--- config.mk ---
export PLATFORM = sky130hd
export DESIGN_NAME = td4x_cpu_core
export DESIGN_NICKNAME = d
export VERILOG_FILES = /design/src/rtl/td4x_cpu_core.sv
export SDC_FILE = /design/constraint.sdc
export NUM_CORES = 1
export LEC_CHECK = 0
export CORE_MARGIN = 3
export CORE_UTILIZATION = 44
export CTS_CLUSTER_DIAMETER = 50
export DETAILED_ROUTE_END_ITERATION = 8
export GPL_ROUTABILITY_DRIVEN = 0
export HOLD_SLACK_MARGIN = 0.1
export PLACE_DENSITY = 0.81
export SLEW_MARGIN = 20
export SYNTH_ARGS = -nofsm -noshare
export SYNTH_HDL_FRONTEND = slang
export SYNTH_SLANG_ARGS = --single-unit
--- constraint.sdc ---
create_clock -name clk -period 2.05 [get_ports clk]
set_input_delay 0.3075 -clock clk [delete_from_list [all_inputs] [get_ports clk]]
set_output_delay 0.3075 -clock clk [all_outputs]
set_load 0.05 [all_outputs]
--- src/rtl/td4x_cpu_core.sv ---
// TD4-class accumulator CPU core: A/B registers, output port, carry/zero flags, PC with RUN/HALT control.
// Optional feature macro TD4X_SUB_EN turns opcode 1000 from NOP into SUB A,im.
module td4x_cpu_core #(
  parameter int DATA_W = 4,
  parameter int ADDR_W = 4
) (
  input  logic              clk,
  input  logic              rst_n,
  input  logic [DATA_W+3:0] instr,
  input  logic              instr_valid,
  input  logic [DATA_W-1:0] in_port,
  input  logic              resume,
  output logic [ADDR_W-1:0] pc,
  output logic [DATA_W-1:0] out_port,
  output logic              out_we,
  output logic              halted,
  output logic              carry,
  output logic              zero
);

  // Handshake: an instruction is consumed only on a rising edge where the core
  // is in RUN and instr_valid is high; instr must be stable for that edge.
  // With instr_valid low the core holds everything and fetches the same pc again.

  typedef enum logic {
    RUN  = 1'b0,
    HALT = 1'b1
  } state_t;

  typedef enum logic [1:0] {
    SRC_ZERO,
    SRC_A,
    SRC_B,
    SRC_IN
  } src_t;

  typedef enum logic [1:0] {
    DST_NONE,
    DST_A,
    DST_B,
    DST_OUT
  } dst_t;

  localparam logic [3:0] OP_ADD_A  = 4'b0000;
  localparam logic [3:0] OP_MOV_AB = 4'b0001;
  localparam logic [3:0] OP_IN_A   = 4'b0010;
  localparam logic [3:0] OP_MOV_AI = 4'b0011;
  localparam logic [3:0] OP_MOV_BA = 4'b0100;
  localparam logic [3:0] OP_ADD_B  = 4'b0101;
  localparam logic [3:0] OP_IN_B   = 4'b0110;
  localparam logic [3:0] OP_MOV_BI = 4'b0111;
  localparam logic [3:0] OP_NOP    = 4'b1000;
  localparam logic [3:0] OP_OUT_B  = 4'b1001;
  localparam logic [3:0] OP_HALT   = 4'b1010;
  localparam logic [3:0] OP_OUT_I  = 4'b1011;
  localparam logic [3:0] OP_JC     = 4'b1100;
  localparam logic [3:0] OP_JZ     = 4'b1101;
  localparam logic [3:0] OP_JNC    = 4'b1110;
  localparam logic [3:0] OP_JMP    = 4'b1111;

  localparam logic [ADDR_W-1:0] PC_ONE = ADDR_W'(1);

  state_t            state, state_next;
  logic [DATA_W-1:0] a_reg, b_reg;

  logic [3:0]        op;
  logic [DATA_W-1:0] imm;
  src_t              src_sel;
  dst_t              dst_sel;
  logic              flags_en;
  logic              is_jump;
  logic              jump_cond;
  logic              is_halt;
  logic              sub_op;

  logic [DATA_W-1:0] src_val;
  logic [DATA_W-1:0] operand;
  logic [DATA_W:0]   sum;

  logic [ADDR_W-1:0] pc_next;
  logic [DATA_W-1:0] a_next, b_next, out_next;
  logic              we_next, carry_next, zero_next;

  assign op  = instr[DATA_W+3:DATA_W];
  assign imm = instr[DATA_W-1:0];

  // Instruction decode: source operand, destination, flag write and control flow.
  always_comb begin
    src_sel   = SRC_ZERO;
    dst_sel   = DST_NONE;
    flags_en  = 1'b1;
    is_jump   = 1'b0;
    jump_cond = 1'b0;
    is_halt   = 1'b0;
    sub_op    = 1'b0;
    case (op)
      OP_ADD_A:  begin src_sel = SRC_A;    dst_sel = DST_A;   end
      OP_MOV_AB: begin src_sel = SRC_B;    dst_sel = DST_A;   end
      OP_IN_A:   begin src_sel = SRC_IN;   dst_sel = DST_A;   end
      OP_MOV_AI: begin src_sel = SRC_ZERO; dst_sel = DST_A;   end
      OP_MOV_BA: begin src_sel = SRC_A;    dst_sel = DST_B;   end
      OP_ADD_B:  begin src_sel = SRC_B;    dst_sel = DST_B;   end
      OP_IN_B:   begin src_sel = SRC_IN;   dst_sel = DST_B;   end
      OP_MOV_BI: begin src_sel = SRC_ZERO; dst_sel = DST_B;   end
      OP_OUT_B:  begin src_sel = SRC_B;    dst_sel = DST_OUT; end
      OP_OUT_I:  begin src_sel = SRC_ZERO; dst_sel = DST_OUT; end
      OP_JC:     begin is_jump = 1'b1; jump_cond = carry;  end
      OP_JZ:     begin is_jump = 1'b1; jump_cond = zero;   end
      OP_JNC:    begin is_jump = 1'b1; jump_cond = ~carry; end
      OP_JMP:    begin is_jump = 1'b1; jump_cond = 1'b1;   end
      OP_HALT:   begin is_halt = 1'b1; flags_en = 1'b0;    end
      OP_NOP: begin
`ifdef TD4X_SUB_EN
        src_sel = SRC_A;
        dst_sel = DST_A;
        sub_op  = 1'b1;
`else
        flags_en = 1'b0;
`endif
      end
      default: flags_en = 1'b0;
    endcase
  end

  always_comb begin
    src_val = '0;
    case (src_sel)
      SRC_A:   src_val = a_reg;
      SRC_B:   src_val = b_reg;
      SRC_IN:  src_val = in_port;
      default: src_val = '0;
    endcase
  end

  // Subtract is A + ~imm + 1, so carry out reads as "no borrow".
  assign operand = sub_op ? ~imm : imm;
  assign sum     = {1'b0, src_val} + {1'b0, operand} + {{DATA_W{1'b0}}, sub_op};

  always_comb begin
    state_next = state;
    pc_next    = pc;
    a_next     = a_reg;
    b_next     = b_reg;
    out_next   = out_port;
    we_next    = 1'b0;
    carry_next = carry;
    zero_next  = zero;
    case (state)
      RUN: begin
        if (instr_valid) begin
          pc_next = pc + PC_ONE;
          if (is_halt) begin
            state_next = HALT;
            pc_next    = pc;
          end
          if (is_jump && jump_cond) begin
            pc_next = imm[ADDR_W-1:0];
          end
          if (flags_en) begin
            carry_next = sum[DATA_W];
            zero_next  = (sum[DATA_W-1:0] == '0);
          end
          case (dst_sel)
            DST_A: a_next = sum[DATA_W-1:0];
            DST_B: b_next = sum[DATA_W-1:0];
            DST_OUT: begin
              out_next = sum[DATA_W-1:0];
              we_next  = 1'b1;
            end
            default: ;
          endcase
        end
      end
      HALT: begin
        // The fetch bus is ignored on the resume cycle; execution restarts after the HALT.
        if (resume) begin
          state_next = RUN;
          pc_next    = pc + PC_ONE;
        end
      end
      default: state_next = RUN;
    endcase
  end

  always_ff @(posedge clk) begin
    if (!rst_n) begin
      state    <= RUN;
      pc       <= '0;
      a_reg    <= '0;
      b_reg    <= '0;
      out_port <= '0;
      out_we   <= 1'b0;
      carry    <= 1'b0;
      zero     <= 1'b0;
    end else begin
      state    <= state_next;
      pc       <= pc_next;
      a_reg    <= a_next;
      b_reg    <= b_next;
      out_port <= out_next;
      out_we   <= we_next;
      carry    <= carry_next;
      zero     <= zero_next;
    end
  end

  assign halted = (state == HALT);

endmodule

== Word level (Yosys, flattened, before mapping) ==
Index checks and enable logic that the tools add are counted.

* Bits in registers: 20
* Input bits: 16
* Output and inout port bits: 12

* Add/subtract/negate cells: 2
* Equal/unequal tests: 24
* Mux-type cells: 16
* Bitwise operators: 5
* Reductions and logical operators: 17

{| class="wikitable"
|+ Operators by type and width
! kind !! number
|-
| equality test 4 bit (second input constant) || 8
|-
| equality test 4 x 3 -> 1 bit (second input constant) || 4
|-
| two-way mux 4 bit || 4
|-
| AND reduction 3 bit || 5
|-
| one-hot mux 2 bit (3 select lines) || 2
|-
| one-hot mux 4 bit (3 select lines) || 1
|-
| OR reduction 4 bit || 3
|-
| equality test 2 bit (second input constant) || 4
|-
| equality test 4 x 2 -> 1 bit (second input constant) || 2
|-
| zero test 4 bit || 2
|-
| one-hot mux 4 bit (2 select lines) || 1
|-
| OR reduction 2 bit || 4
|-
| two-way mux 1 bit || 6
|-
| OR reduction 3 bit || 2
|-
| adder 4 x 4 -> 5 bit || 1
|-
| inverter 1 bit || 5
|-
| adder 4 x 1 -> 4 bit (second input constant) || 1
|-
| equality test 2 x 1 -> 1 bit (second input constant) || 2
|-
| equality test 4 x 1 -> 1 bit (second input constant) || 1
|-
| != test 2 bit (second input constant) || 2
|-
| one-hot mux 1 bit (4 select lines) || 1
|-
| != test 3 bit (second input constant) || 1
|-
| one-hot mux 1 bit (2 select lines) || 1
|-
| logical AND 1 bit || 1
|}

== Longest topological paths before layout ==
* Depth in word-level cells: 7
* Gate-level depth with buffers: 9

== Least setup slack after synthesis ==
Ideal clock, no wire load.

* Path type: input -> register
* Start: input port instr[7]
* End: register b_reg[3]
* Setup time: 138 ps
* Arrival time: 1858 ps
* Required time: 1912 ps
* Slack: 55 ps
* Stages: 9
* Buffers on the path: 1
* Cells stage by stage: buf_6 > nor3_1 > a22oi_1 > nand2_1 > ha_1 > a21o_1 > a21oi_1 > xor2_1 > o22ai_1

* Word-level cells in the longest chain between the ends: 6

{| class="wikitable"
|+ Ends and longest elaborated chain
! element !! RTL line !! text
|-
| start, declared || 9 || <nowiki>input logic [DATA_W+3:0] instr,</nowiki>
|-
| equality test 4 bit (tied with other cells) || 96 || <nowiki>case (op)</nowiki>
|-
| OR reduction 3 bit (no line) or OR reduction 2 bit (tied branches) || n/a ||
|-
| one-hot mux 2 bit (3 select lines) || 96 ||
|-
| equality test 2 bit or equality test 2 x 1 -> 1 bit (tied branches) || 127 || <nowiki>case (src_sel)</nowiki>
|-
| one-hot mux 4 bit (3 select lines) || 127 ||
|-
| adder 4 x 4 -> 5 bit || 137 || <nowiki>assign sum = {1'b0, src_val} + {1'b0, operand} + {{DATA_W{1'b0}}, sub_op};</nowiki>
|-
| end signal, assigned || 199 || <nowiki>b_reg <= b_next;</nowiki>
|-
| end, declared || 64 || <nowiki>logic [DATA_W-1:0] a_reg, b_reg;</nowiki>
|}

Several ways; a longest one is shown, not always the timed one.
A chain may end at the register's enable or synchronous reset.

== Worst setup path in the final report ==
* Start: input port instr[5]
* End: register b_reg[3]

The elaborated chain is that of the path after synthesis.

==> flow_summary.ini <==
[synthesis]
yosysSeqAreaShare_pct = 34.9
syn_area_um2 = 1150
synth_top_family_by_area = simple AND/OR/NAND/NOR gates
ys_warn_count = 0
synthArstFlopShare_pct = 0
synth_nets = 147
synth_fa_ha_area_share_pct = 7.20
synth.distinct_cells = 40
synth.avg_cell_area_um2 = 9.18
muxShareOfSynthArea_pct = 7.85
synth_edf_count = 0
synth_xor_area_share_pct = 2.29
syn_inst = 125
synthSimpleGateAreaFrac_pct = 23.0
synth_compound_area_share_pct = 21.0
synth-main-ff-cell = dfxtp_1
ys_seq_elements = 20

[pwr]
power.density_nw_per_um2 = 595
vdd_drop_max_mv = 0.413
p_leak_uw = 0.000744

[route]
via_per_inst = 5.43
num_vias = 1092
first_iter_violations = 36
drc = 0
drtPass1Iterations = 4
drt-total-wl_um = 3000
drtAntennaViolNets = 0
wl_per_cell_um = 14.9

[worst_setup_path]
reg2reg_slack_ns = 0.20
reg2reg_depth = 8
cp_max_fo = 4
end_kind = register
rr_startpoint = b_reg[1]$_SDFFE_PN0P_
critPathArrivalTime_ns = 2.23
critPathRequiredTime_ns = 2.26
cp-start-kind = input pin
crit_start = instr[5]
worstSetupPathType = input pin to register

[worst_hold_path]
hold_class = register to register
holdPathStages = 2
min_from = out_port[3]$_SDFFE_PN0P_

[clock_network]
cts.sinks = 20
tritoncts = yes
clk_pin_slew_worst_paths_ns = 0.12
ctsLongestPathBuffers = 2
hold_buffers = 0
cts_buffers = 3
cts_max_level = 1
clock_latency_ns = 0.31
cts_root_buffer = clkbuf_4

[global_route]
grt_max_degree = 13
grt_pass1_vias = 1137
grt_antenna_before_repair = 0
grt_first_pass_wirelength_um = 5000
overflow = 0
track_usage_pct = 19.3

[final_layout]
final_area_um2 = 1690
final_nets = 196
multi_input_area_um2 = 757
area_growth_pct = 47.3
diodes = 0
layout_common_cells = nand2_1 (23), clkdlybuf4s50_1 (23), buf_4 (21)
seqCellArea_um2 = 400
drive_gt1_share_pct = 23.7
final_core_util_pct = 72.2
fill_cells = 186
final_cells = 201

[run]
max_cap_viol_count = 0

[place]
dp.cells = 196
dpl-instance-area_um2 = 1580
dpl.hpwl_um = 2270
portBuffers = 27
dpl_worst_slack_ns = -0.609

[die]
core_um2 = 2340
die_area_um2 = 3260
num_rows = 17
fp.dieW_um = 57.1
chipHeight_um = 57.1
start_util_pct = 49.0
ioPinCount = 28

[timing]
final.setup.worst_slack_ns = 0.0308
fin_skew_ns = 0.00409
worstMarginPinSlew_ns = 0.499
min_period_over_period_pct = 98.5
finalSetupViolCount = 0
fmax_mhz = 495
hold_violations = 0
max_slew_margin_pct = 66.6
slew_violations = 0
timing.final.crit_period_ns = 2.02

[run_status]
status = completed
[cells in the mapped netlist, types with 2 or more instances]
cell type  count  area share (%)
clkbuf_1       2            0.65
o21ai_0        2            0.87
a21boi_0       3             2.0
dfxtp_1       20              35
nor2b_1        7             3.8
a21o_1         2             1.3
nor2_1         3            0.98
a22oi_1        4             2.6
ha_1           5             5.5
mux2i_1        9             7.9
nand2_1       23             7.5
a21oi_1        6             2.6
o22ai_1        5             2.7
xor2_1         2             1.5
o211a_1        3             2.6
inv_1          5             1.6
[final cells by class]
cell class	instances	share of cell area [%]
multi-input cells	96	44.8
well taps	28	2.07
repair buffers	48	25.2
clock inverters	1	1.78
inverters	5	1.11
clock buffers	3	1.33
flip-flops and latches	20	23.7
[kinds of logic after synthesis]
logic type / count (synthesis)
AO/OA/AOI/OAI: 31
XOR/XNOR: 3
adder cells (fa/ha/maj): 6
buffers and inverters: 9
flip-flops: 20
multiplexers: 9
AND/OR/NAND/NOR: 47
[path summary, 6_finish.rpt]
kind | end
worst min-delay path | out_port[3]$_SDFFE_PN0P_
worst min register to register | out_port[3]$_SDFFE_PN0P_
worst max-delay path | b_reg[3]$_SDFFE_PN0P_
worst max register to register | b_reg[3]$_SDFFE_PN0P_
[per-layer routing]
layer  share of wire, %  vias up  track usage [%]
met5                  0        -                0
met4               0.97        0             6.29
met3                5.1        5             5.43
met2                 52       32             33.6
met1                 42      514             22.8
li1                   -      541                -
[critical path: stages]
cell and delay, ns:
dlygate4sd2_1 0.27, nand2b_2 0.19, a21oi_2 0.18, a22oi_2 0.11
nand2_1 0.09, ha_1 0.23, a21o_1 0.17, a21oi_2 0.15
xor2_1 0.27, buf_4 0.17, o22ai_1 0.08
[power breakdown]
| part | switching [uW] | internal, uW | total, uW |
|---|---|---|---|
| registers | 14.1 | 406 | 420 |
| clock network | 127 | 198 | 325 |
| logic | 134 | 127 | 261 |
| total | 275 | 731 | 1010 |
[metrics by stage]
step / power [uW] / TNS (ns) / hold WS, ns
finish: 1010 / 0 / 0.481
global route: 1050 / -0.308 / 0.517
CTS: 1000 / 0 / 0.486
detailed placement: 672 / -5.60 / 0.471
global placement: 664 / -4.26 / 0.454
floorplan: 558 / 0 / 0.419
[timing repair]
item / 4_1_cts / 5_1_grt
buffers inserted: 1 / 0
pin swaps: 2 / 8
endpoints found under the setup margin: 11 / 10
resized for setup: 7 / 6
cloned: 0 / 0
Power figures use the tool's default switching activity.
